`src/rtl/isqrt_square.sv`:
```
// rtl/isqrt_square.sv - rebuilds a radicand from an integer square root (shift-add squarer)
// Optional remainder add-back: define ISQRT_SQUARE_REM_EN.
module isqrt_square #(
  parameter int WIDTH = 16
) (
  input  logic               clk,
  input  logic               reset,
  input  logic               start,
  input  logic [WIDTH/2-1:0] root,
  input  logic [WIDTH/2:0]   rem,
  output logic               busy,
  output logic               done,
  output logic [WIDTH-1:0]   square,
  output logic               overflow
);

  localparam int N  = WIDTH / 2;
  localparam int CW = (N > 1) ? $clog2(N) : 1;

  typedef enum logic [1:0] {IDLE, RUN, DONE} state_t;

  state_t          state, state_nxt;
  logic [N-1:0]    root_q;
  logic [CW-1:0]   k;
  logic [WIDTH:0]  acc, acc_nxt, addend;
  logic            last;

`ifdef ISQRT_SQUARE_REM_EN
  logic [N:0]      rem_q;
`else
  logic            unused_rem;
  assign unused_rem = ^rem;
`endif

  assign last = (k == CW'(N - 1));

  // One partial product per cycle; the extra top bit keeps the sum untruncated.
  always_comb begin
    addend  = root_q[k] ? ((WIDTH+1)'(root_q) << k) : '0;
    acc_nxt = acc + addend;
`ifdef ISQRT_SQUARE_REM_EN
    if (last) acc_nxt = acc_nxt + (WIDTH+1)'(rem_q);
`endif
  end

  always_ff @(posedge clk or negedge reset) begin
    if (!reset) state <= IDLE;
    else        state <= state_nxt;
  end

  always_comb begin
    state_nxt = state;
    busy      = 1'b0;
    done      = 1'b0;
    case (state)
      IDLE: if (start) state_nxt = RUN;
      RUN: begin
        busy = 1'b1;
        if (last) state_nxt = DONE;
      end
      DONE: begin
        busy      = 1'b1;
        done      = 1'b1;
        state_nxt = IDLE;
      end
      default: state_nxt = IDLE;
    endcase
  end

  always_ff @(posedge clk or negedge reset) begin
    if (!reset) begin
      root_q   <= '0;
      k        <= '0;
      acc      <= '0;
      square   <= '0;
      overflow <= 1'b0;
`ifdef ISQRT_SQUARE_REM_EN
      rem_q    <= '0;
`endif
    end else begin
      case (state)
        IDLE: begin
          if (start) begin
            root_q <= root;
            acc    <= '0;
            k      <= '0;
`ifdef ISQRT_SQUARE_REM_EN
            rem_q  <= rem;
`endif
          end
        end
        RUN: begin
          acc <= acc_nxt;
          k   <= k + CW'(1);
          // Without the remainder root*root never reaches bit WIDTH, so overflow stays 0.
          if (last) begin
            square   <= acc_nxt[WIDTH-1:0];
            overflow <= acc_nxt[WIDTH];
          end
        end
        default: ;
      endcase
    end
  end

endmodule

```
`config.mk`:
```
export PLATFORM = sky130hd
export DESIGN_NAME = isqrt_square
export DESIGN_NICKNAME = d
export VERILOG_FILES = /design/src/rtl/isqrt_square.sv
export SDC_FILE = /design/constraint.sdc
export NUM_CORES = 1
export LEC_CHECK = 0
export ABC_AREA = 1
export BUFFER_PORTS_ARGS = -buffer_cell sky130_fd_sc_hd__buf_4
export CORE_ASPECT_RATIO = 0.8
export CORE_MARGIN = 1
export CORE_UTILIZATION = 30
export CTS_CLUSTER_DIAMETER = 60
export DETAILED_ROUTE_END_ITERATION = 8
export GPL_TIMING_DRIVEN = 1
export SLEW_MARGIN = 20
export SYNTH_ARGS = -nofsm -noshare
export SYNTH_HDL_FRONTEND = slang
export SYNTH_SLANG_ARGS = --single-unit
```
`constraint.sdc`:
```
create_clock -name clk -period 2.5 [get_ports clk]
set_clock_uncertainty 0.2 [all_clocks]
set_input_delay 0.125 -clock clk [delete_from_list [all_inputs] [get_ports clk]]
set_output_delay 0.125 -clock clk [all_outputs]
set_load 0.01 [all_outputs]
```
== Word-level counts from Yosys, hierarchy flattened ==
Index checks and enable logic that the tools add are counted.

* Magnitude comparators: 1
* Shift operators: 1
* Reduce and logical (&&, ||, !) cells: 7
* Multiplexer cells: 12
* Add/sub/neg operators: 2
* Equal/unequal tests: 5

{| class="wikitable"
|+ Operators with widths
! operator !! count
|-
| $mux W17 || 2
|-
| $pmux W17 S2 || 1
|-
| $add A17 B17 Y17 || 1
|-
| $shl A8 B3 Y17 || 1
|-
| $reduce_and A2 Y1 || 4
|-
| $pmux W3 S2 || 1
|-
| $lt A3 B4 Y1 const B || 1
|-
| $mux W2 || 2
|-
| $ne A2 B2 Y1 const B || 2
|-
| $pmux W2 S2 || 1
|-
| $add A3 B1 Y3 const B || 1
|-
| $bmux W1 S3 || 1
|-
| $eq A3 B3 Y1 const B || 1
|-
| $mux W1 || 3
|-
| $mux W3 || 1
|-
| $eq A2 B1 Y1 const B || 1
|-
| $eq A2 B2 Y1 const B || 1
|-
| $logic_not A2 Y1 || 1
|-
| $reduce_bool A2 Y1 || 1
|-
| $reduce_or A2 Y1 || 1
|}

* Bits in registers: 47
* Word-level logic and storage cells: 34

== Longest topological paths before layout ==
Gate-level depths: netlist of run 1.

* Depth after elaboration: 5
* Depth in mapped cells: 18
* Mapped depth without buffers: 18

== Least setup slack after synthesis of run 1 ==
Ideal clock, no wire load.

* Kind: register to register
* Start point: reg k[0]
* End point: reg acc[8]
* Cell stages (with the launch flop): 16
* Buffers on the path: 0
* Arrival time: 2114 ps
* Setup slack: 68 ps
* Required time: 2183 ps
* Path through: dfrtp_1 > or2_2 > o21ai_0 > nand2_1 > o21ai_0 > nor2_1 > o21ai_1 > inv_1 > ha_1 > nand2_1 > inv_1 > a21oi_1 > nand2_1 > or2_1 > nand3_1 > nand2_1

* Longest elaborated chain between the ends: 5
* Elaborated cells between the ends (all ways): 6
* Those cells by class: add/sub (1); shift (1); mux (4)

{| class="wikitable"
|+ Ends and longest elaborated chain
! item !! RTL line !! source
|-
| start, declared || 24 || <nowiki>logic [CW-1:0] k;</nowiki>
|-
| start signal, assigned || 94 || <nowiki>k <= k + CW'(1);</nowiki>
|-
| $bmux W1 S3 || 39 || <nowiki>addend = root_q[k] ? ((WIDTH+1)'(root_q) << k) : '0;</nowiki>
|-
| $mux W1 (not written as such) || 39 ||
|-
| $mux W17 (*) || 39 ||
|-
| $add A17 B17 Y17 (*) || 40 || <nowiki>acc_nxt = acc + addend;</nowiki>
|-
| $pmux W17 S2 (*) || 81 || <nowiki>case (state)</nowiki>
|-
| end signal, assigned || 93 || <nowiki>acc <= acc_nxt;</nowiki>
|-
| end, declared || 25 || <nowiki>logic [WIDTH:0] acc, acc_nxt, addend;</nowiki>
|}

Mark *: on every way between the ends. The rest lies on a longest branch, timed or not. The select of a mux whose other input is x is not followed.
A chain may end at the register's enable or synchronous reset.

== Final worst setup path of run 1 ==
* Start point: reg k[0]
* End point: reg square[5]

* Longest elaborated chain between the ends: 4
* Elaborated cells between the ends (all ways): 7
* Those cells by class: add/sub (1); eq/ne (1); shift (1); mux (3); reduce/logical (1)

{| class="wikitable"
|+ Ends and longest elaborated chain
! item !! RTL line !! source
|-
| $bmux W1 S3 || 39 ||
|-
| $mux W1 (not written as such) || 39 ||
|-
| $mux W17 || 39 ||
|-
| $add A17 B17 Y17 || 40 ||
|-
| end signal, assigned || 97 || <nowiki>square <= acc_nxt[WIDTH-1:0];</nowiki>
|-
| end, declared || 13 || <nowiki>output logic [WIDTH-1:0] square,</nowiki>
|}

Several ways; a longest one is shown, not always the timed one. The select of a mux whose other input is x is not followed.

==> results of run 1 <==
-- cells in the mapped netlist, drive strengths merged --
cell type,instances
a31oi,1
a22o,1
buf,8
dfrtp,47
nor2,28
fa,1
nand3,35
clkbuf,2
a21oi,9
mux2,8
ha,20
nor3,8
nand3b,4
o21ai,30
or2,7
inv,62
nand2,187
xor2,3
-- final cells by class --
cell class | instances | share of cell area
clock inverter | 2 | 0.00265
clock buffer | 6 | 0.0273
sequential | 47 | 0.249
inverter | 62 | 0.0498
tap | 140 | 0.0371
multi-input combinational | 342 | 0.487
timing repair buffer | 87 | 0.147
-- what timing repair did --
item / CTS / global route
hold buffers: 9 / 0
pin swaps: 18 / 48
resized for setup: 66 / 96
endpoints found under the hold margin: 55 / 0
cloned: 0 / 0
setup buffers: 5 / 4
endpoints found under the setup margin: 24 / 27
-- metal layers --
metal / track usage / vias up / routed length, um
li1: - / 1612 / -
met1: 0.259 / 1514 / 4660
met2: 0.261 / 44 / 4100
met3: 0.0265 / 8 / 280
met4: 0.0369 / 0 / 93
met5: 0 / - / 0
-- state kept, by name (all words and copies together) (netlist names) --
name,count
overflow,1
square,16
root_q,8
acc,17
k,3
state,2
-- cells in the final DEF (no fill, tap or decap), drive strengths merged --
cell         Yosys  final
ha              20     20
dlygate4sd3      0      9
a22o             1      1
nor3             8      8
fa               1      1
buf              8     78
o21ai           30     30
inv             62     62
clkinvlp         0      1
clkbuf           2      6
a21oi            9      9
dfrtp           47     47
xor2             3      3
mux2             8      8
a31oi            1      1
clkinv           0      1
or2              7      7
nand3b           4      4
nor2            28     28
nand3           35     35
nand2          187    187
-- worst register-to-register path, stage by stage (launching register included) --
cell	delay [ns]
dfrtp_2	0.44
buf_6	0.17
nand2_2	0.09
nand3_1	0.11
nand3_2	0.13
buf_6	0.16
nor2_2	0.15
ha_1	0.27
nand2_1	0.07
nand2_1	0.09
nand3b_1	0.12
nand2_2	0.12
or2_1	0.25
nand3_1	0.09
nand2_1	0.06
-- through the flow --
stage               total power, uW  hold WS, ns  setup TNS, ns
finish                         5870       0.0827          -1.75
global route                   6360        0.140          -5.07
CTS                            5170        0.100         -0.684
detailed placement             4010     -0.00158          -4.59
global placement               3950      -0.0184          -3.48
floorplan                      2920       -0.371              0
-- cells by family after synthesis --
kind of cell | share of synthesized area
AOI/OAI and AO/OA | 0.0704
adders and majority gates | 0.0849
muxes | 0.0283
buffers and inverters | 0.0916
xor gates and xnor gates | 0.00826
DFF | 0.370
and+or+nand+nor | 0.347
-- power groups by stage --
stage / logic (uW) / clock network, uW / registers (uW)
2_1_floorplan: 1720 / 0 / 1200
3_3_place_gp: 2750 / 0 / 1210
3_5_place_dp: 2800 / 0 / 1210
4_1_cts: 3250 / 686 / 1240
5_1_grt: 4340 / 727 / 1300
6_report: 3930 / 678 / 1260
-- final timing paths --
| path | endpoint | slack [ns] | cells after the start |
|---|---|---|---|
| min in group asynchronous | root_q[1] | 0.20 | 2 |
| min | root_q[4] | 0.08 | 3 |
| max | square[5] | -0.14 | 14 |
| max in group asynchronous | k[0] | 1.46 | 2 |
| min reg2reg | overflow | 0.27 | 2 |
| max reg2reg | square[5] | -0.14 | 14 |
==> flow_summary.yaml, run 1 <==
critical_path:
  slowest_stage: "dfrtp_2"
  reg2reg_from: "k[0]"
  cp-end-kind: "register"
  worst_ep_required_time_ns: 2.47
  critPathKind: "reg -> reg"
  cp_cell_sequence: "buf_6 -> nand2_2 -> nand3_1 -> nand3_2 -> buf_6 -> nor2_2 -> ha_1 -> nand2_1 -> nand2_1 -> nand3b_1 -> nand2_2 -> or2_1 -> nand3_1 -> nand2_1"
  critical-path-top-delay-family: "simple AND/OR/NAND/NOR gates"
  slowest_delay_ns: 0.44
  startpoint: "k[0]"
  cp_max_fo: 6
  crit_top_cell: "nand2_1"
  worst-path-buf-inv: 2
  cp.arrival_ns: 2.61
  startpoint_type: "register"
grt:
  gr-usage-all-layers: 0.174
  antenna_found_initial: 0
  grt_pass1_wl_um: 14900
  grt_pass1_vias: 3100
  overflow: 0
  grt_max_degree: 48
cts:
  htree_num_levels: 2
  cts_buffers: 5
  cts_buffer_depth: 2
  cts-root-buf: "clkbuf_16"
  clock_sinks: 47
  path_clk_slew_ns: 0.07
  cts_tree: "built"
  clk_latency_ns: 0.29
final_layout:
  fin_area_um2: 4720
  drive_above_1_share: 0.423
  regArea_um2: 1180
  area_delta_synth_final_pct: 48.5
  fillers: 969
  nNetsFinal: 586
  diodes: 0
  fin_cells: 686
  fin_util: 0.460
  multi_input_area_um2: 2300
logic_synthesis:
  ys_top_cells_by_area: "dfrtp_1, nand2_1, ha_1"
  synth_warnings: 0
  yosys.area.top_type_share: 0.370
  syn_inst: 461
  syn_avg_cell_area_um2: 6.90
  synth_fp_nets: 502
  synth.yosys.seq_area_share: 0.370
  syn_area_um2: 3180
  synth_top_area_cell: "dfrtp_1"
  ys_types: 25
  synth-seq-cells: 47
worst_hold_path:
  hold_path.class: "in -> reg"
  min_from: "start"
placement:
  dpl_cell_area_um2: 3820
  hpwl_um: 6080
  dp_worst_setup_slack_ns: -0.250
  numPortBuffers: 29
  gp_congestion: 0.920
  dpl.cell_count: 660
drt:
  routed_wl_um: 9130
  drt_iter0_drc: 194
  viasPerCell: 4.63
  postRouteAntennaNets: 0
  drt_pass1_iterations: 4
  routed-via-count: 3178
  wl_per_cell_um: 13.3
  remaining_drc_errors: 0
timing:
  fin_ws_ns: -0.139
  fin_crit_sh: 1.06
  maxSlewViolCount: 0
  fmax_mhz: 379
  rsz0062_at_grt: "true"
  setup_viol: 24
  slew_headroom: 0.537
  hold_violations: 0
  min_period_ns: 2.64
  max_slew.worst_pin.slew_ns: 0.694
power:
  p_clk_frac: 0.115
  seqPwrFrac: 0.215
  swShare: 0.451
  power_switching_uw: 2650
  leakagePower_uw: 0.00253
  p_int_uw: 3220
  p_per_area_nw_per_um2: 1240
  peakVddDrop_mv: 0.539
  pwr-share-comb: 0.670
die:
  io_pins: 39
  initial_core_util: 0.309
  dieArea_um2: 11000
  die_x_um: 117
  die_h_um: 94.1
  coreArea_um2: 10300
  rows: 33
outcome:
  status: "finished, violations left"
  violations: "negative setup slack"
job:
  maxCapViolCount: 0
Note: power is estimated with default switching activity, not from simulation.
==> run 2, diff against run 1 <==
Settings changed: SKIP_CTS_REPAIR_TIMING set to 1.
==> run 2 against run 1 <==
  * The run still ends with negative setup slack left
  * Critical path depth is 1 lower
  * Flip-flop and latch count stayed put
  * Combinational power decreased by 5%
  * Critical path type unchanged
==> flow_summary.yaml, run 2 (synthesis results as in run 1) <==
die:
  initial_core_util: 0.309
  die_h_um: 94.1
  io_pins: 39
  die_x_um: 117
  dieArea_um2: 11000
  coreArea_um2: 10300
  rows: 33
timing:
  fin_ws_ns: -0.118
  timing.hold.ws_ns: 0.0836
  fin_crit_sh: 1.05
  setup_tns_ns: -2.24
  maxSlewViolCount: 0
  hold_violations: 0
  fmax_mhz: 382
  setup_viol: 24
  max_slew.worst_pin.slew_ns: 0.693
  slew_headroom: 0.537
  rsz0062_at_grt: "true"
  min_period_ns: 2.62
drt:
  postRouteAntennaNets: 0
  drt_iter0_drc: 157
  wl_per_cell_um: 13.1
  viasPerCell: 4.62
  routed-via-count: 3154
  remaining_drc_errors: 0
  drt_pass1_iterations: 4
  routed_wl_um: 8940
cts:
  path_clk_slew_ns: 0.07
  cts_buffer_depth: 2
  clock_sinks: 47
  clk_latency_ns: 0.29
  cts-root-buf: "clkbuf_16"
  cts_buffers: 5
  htree_num_levels: 2
  cts_tree: "built"
grt:
  overflow: 0
  grt_max_degree: 48
  grt_pass1_wl_um: 14200
  grt_pass1_vias: 2998
  gr-usage-all-layers: 0.165
  antenna_found_initial: 0
critical_path:
  cp-end-kind: "register"
  reg2reg_from: "k[0]"
  critPathKind: "reg -> reg"
  startpoint_type: "register"
  cp_max_fo: 6
  r2r-end: "square[6]"
  worst_ep_required_time_ns: 2.48
  ff2ff_setup_slack_ns: -0.12
  startpoint: "k[0]"
  cp.arrival_ns: 2.60
  r2r_cells: 13
power:
  leakagePower_uw: 0.00245
  fin_total_pwr_uw: 5670
  p_per_area_nw_per_um2: 1220
  peakVddDrop_mv: 0.581
worst_hold_path:
  hold_path.class: "in -> reg"
  min_from: "start"
  hold_depth: 3
  min_to: "root_q[4]"
final_layout:
  drive_above_1_share: 0.400
  regMostFlops: "acc"
  area_delta_synth_final_pct: 45.8
  final_cell_mix: "nand2_1, buf_4, inv_1, dfrtp_1, nand2_2"
  diodes: 0
  top_regs: "acc x17, square x16, root_q x8"
  nNetsFinal: 583
  largest_reg_flops: 17
  final_common_cell: "nand2_1"
job:
  maxCapViolCount: 0
outcome:
  violations: "negative setup slack"
  status: "finished, violations left"
placement:
  dp_worst_setup_slack_ns: -0.250
  gp_congestion: 0.920
  numPortBuffers: 29
  hpwl_um: 6080
[run 2: cell count changes in the layout (fill, tap and decap cells not counted), moves of 2 or more]
cell / previous run / this run
nor2_1: 22 / 20
ha_4: 12 / 10
nand3_1: 23 / 25
buf_4: 73 / 70
ha_1: 7 / 10
nor2_4: 4 / 2
a21oi_4: 1 / 3
nor2_2: 2 / 6
nand2_2: 47 / 41
nor3_4: 2 / 0
a21oi_2: 6 / 4
nand3_2: 12 / 10
nand2_1: 132 / 139
[run 2: how the worst max path moves through the flow]
stage | to
after global placement | square[12]
after detailed placement | acc[13]
after floorplan | acc[8]
final | square[6]
after CTS | acc[13]
after global routing | acc[9]
[run 2: per-layer routing]
| metal | global-route usage | wire length (um) | vias to the layer above |
|---|---|---|---|
| met5 | 0 | 0 | - |
| met4 | 0.0338 | 93 | 0 |
| met3 | 0.0265 | 379 | 12 |
| met2 | 0.246 | 3970 | 63 |
| met1 | 0.247 | 4500 | 1477 |
| li1 | - | - | 1602 |
[run 2: worst max-delay path: stages (launching register included)]
cell	delay, ns
dfrtp_2	0.44
buf_6	0.17
nand2_2	0.07
nand3_1	0.11
nand3_2	0.14
buf_6	0.16
nor2_2	0.10
ha_1	0.26
or2_4	0.26
nand3b_1	0.11
nand2_2	0.11
or2_1	0.24
nand3_1	0.08
nand2_1	0.06
[run 2: final cells by class]
type | instances | area [um^2]
tap | 140 | 175
inverter | 62 | 235
multi-input combinational | 342 | 2240
timing repair buffer | 84 | 672
clock inverter | 2 | 12.5
sequential | 47 | 1180
clock buffer | 6 | 129
fill | 978 | 5640
[run 2: power by group]
part / internal [uW] / switching, uW / leakage [uW] / total, uW
Combinational: 1710 / 2030 / 0.00176 / 3740
Clock: 370 / 306 / 0.0000669 / 677
Sequential: 1020 / 238 / 0.000620 / 1260
[run 2: metrics by stage]
step | cells | util | cell area, um^2
2_1_floorplan | 461 | - | 3180
3_3_place_gp | 660 | 0.371 | 3820
3_5_place_dp | 660 | 0.371 | 3820
4_1_cts | 668 | 0.385 | 3960
5_1_grt | 683 | 0.451 | 4640
6_report | 683 | 0.451 | 4640
==> run 3, diff against run 2 <==
Settings changed: ABC_AREA 1 to not set, CAP_MARGIN set to 20.
==> run 3 against run 2 <==
  * Synthesized area fell by 6.7%
  * Register-to-register slack got worse by 0.59 ns
  * Worst hold slack improved by 0.11 ns
  * Clock-buffer cell count did not move
  * First-iteration DRC count fell by 17%
  * Die area fell by 6.6%
  * The flow still finishes with violations (negative setup slack)
  * Via count fell by 15%
  * Largest power group unchanged
==> flow_summary.yaml, run 3 <==
final_layout:
  diodes: 0
  largest_reg_flops: 17
  fillers: 937
  final_common_cell: "buf_4"
  top_regs: "acc x17, square x16, root_q x8"
  nNetsFinal: 443
  final_cell_mix: "buf_4, dfrtp_1, nand2_1"
  drive_above_1_share: 0.432
  regMostFlops: "acc"
  area_delta_synth_final_pct: 44.4
  fin_cells: 522
cts:
  cts_buffers: 5
  cts-root-buf: "clkbuf_16"
  cts_buffer_depth: 2
  cts_tree: "built"
  path_clk_slew_ns: 0.07
  clock_sinks: 47
  clk_latency_ns: 0.30
  htree_num_levels: 2
logic_synthesis:
  synth_common_cells: "dfrtp_1, nand2_1, nor2_1"
  synth.most_common_cell: "dfrtp_1"
  synth_top_area_cell: "dfrtp_1"
  ys_top_cells_by_area: "dfrtp_1, ha_1, mux2_2"
  ys_types: 47
  synth_edf_count: 0
  syn_inst: 306
  synth_fp_nets: 347
  synth-seq-cells: 47
  synth.yosys.seq_area_share: 0.396
  syn_area_um2: 2970
  synth_flop_cell: "dfrtp_1"
  synthArstFlopShare: 1.00
  yosys.area.top_type_share: 0.396
  synth_warnings: 0
  syn_avg_cell_area_um2: 9.70
power:
  swShare: 0.421
  p_clk_frac: 0.115
  fin_total_pwr_uw: 5810
  p_per_area_nw_per_um2: 1360
  power_switching_uw: 2450
  leakagePower_uw: 0.00204
  pwr-share-comb: 0.668
  p_int_uw: 3360
  seqPwrFrac: 0.217
  peakVddDrop_mv: 0.625
die:
  io_pins: 39
  initial_core_util: 0.309
  die_x_um: 113
  rows: 32
  dieArea_um2: 10300
  die_h_um: 91.0
  coreArea_um2: 9610
grt:
  grt_pass1_wl_um: 12700
  overflow: 0
  gr-usage-all-layers: 0.157
  grt_pass1_vias: 2500
  antenna_found_initial: 0
  grt_max_degree: 48
timing:
  slew_headroom: 0.588
  fin_ws_ns: -0.706
  hold_violations: 0
  min_period_ns: 3.21
  maxSlewViolCount: 0
  fmax_mhz: 312
  timing.hold.ws_ns: 0.193
  max_slew.worst_pin.slew_ns: 0.618
  fin_crit_sh: 1.28
  rsz0062_at_grt: "true"
  setup_viol: 28
critical_path:
  cp_max_fo: 7
  startpoint_type: "register"
  worst-path-buf-inv: 1
  cp.arrival_ns: 3.20
  worst_ep_required_time_ns: 2.49
  slowest_stage: "mux4_2"
  cp_cell_sequence: "mux4_2 -> nand2b_1 -> and2_4 -> buf_4 -> a211oi_2 -> ha_1 -> a21oi_2 -> o22ai_2 -> nor2_2 -> a21oi_2 -> or3_4 -> a32o_1"
  critical-path-top-delay-family: "simple AND/OR/NAND/NOR gates"
  slowest_delay_ns: 0.51
  critPathKind: "reg -> reg"
  cp-end-kind: "register"
  crit_top_cell: "a21oi_2"
drt:
  postRouteAntennaNets: 0
  remaining_drc_errors: 0
  viasPerCell: 5.12
  drt_iter0_drc: 131
  routed_wl_um: 7930
  wl_per_cell_um: 15.2
  drt_pass1_iterations: 4
  routed-via-count: 2673
placement:
  dp_worst_setup_slack_ns: -0.868
  numPortBuffers: 29
  dpl.cell_count: 498
  hpwl_um: 5760
  gp_congestion: 0.829
outcome:
  violations: "negative setup slack"
  status: "finished, violations left"
worst_hold_path:
  hold_path.class: "in -> async"
job:
  maxCapViolCount: 0
run 3: changes by cell type after synthesis, moves of 6 or more:
cell,change
mux2_2,+14
a21oi_1,+9
mux2i_1,+7
or2_1,-6
xnor2_1,+6
clkbuf_1,+7
nand3_1,-28
o21ai_1,-8
a22o_1,+10
a21o_1,+6
inv_1,-52
nand2_1,-149
run 3: stage by stage:
step	cell area (um^2)	util	setup TNS (ns)
after global routing	4290	0.446	-17.47
after floorplan	2990	-	-12.74
after global placement	3730	0.388	-15.81
after CTS	3870	0.403	-18.81
final	4290	0.446	-14.14
after detailed placement	3730	0.388	-18.23
run 3: worst paths after layout:
path                                  from    endpoint  slack, ns  depth (start not counted)
worst max register to register        k[0]     acc[13]      -0.71                         12
worst max-delay path                  k[0]     acc[13]      -0.71                         12
worst min-delay path                 reset    overflow       0.19                          2
max in group asynchronous            reset        k[1]       1.47                          2
min in group clk                square[15]  square[15]       0.28                          2
worst min register to register  square[15]  square[15]       0.28                          2
run 3: layout make-up:
class,count,area [um^2],area share
inverters,9,33.8,0.00788
clock buffers,6,129,0.0301
clock inverters,2,12.5,0.00292
repair buffers,103,821,0.192
multi-input cells,236,1960,0.458
flip-flops and latches,47,1180,0.275
well taps,119,149,0.0347
run 3: metal layers:
layer,wire (um),share of wire,GRT usage
met5,0,0,0
met4,104,0.013,0.0559
met3,251,0.032,0.0300
met2,3710,0.47,0.236
met1,3870,0.49,0.223
run 3: kinds of logic after synthesis:
| logic type | synth area share |
|---|---|
| XOR/XNOR | 0.0354 |
| AND/OR/NAND/NOR | 0.145 |
| AO/OA/AOI/OAI | 0.179 |
| buffers and inverters | 0.0308 |
| multiplexers | 0.122 |
| adder cells (fa/ha/maj) | 0.0911 |
| flip-flops | 0.396 |
run 3: power groups by stage:
stage	clock network, uW	logic (uW)	registers (uW)
global placement	0	3220	1250
finish	668	3880	1260
detailed placement	0	3270	1260
CTS	686	3300	1250
floorplan	0	1950	1250
global route	727	4220	1290
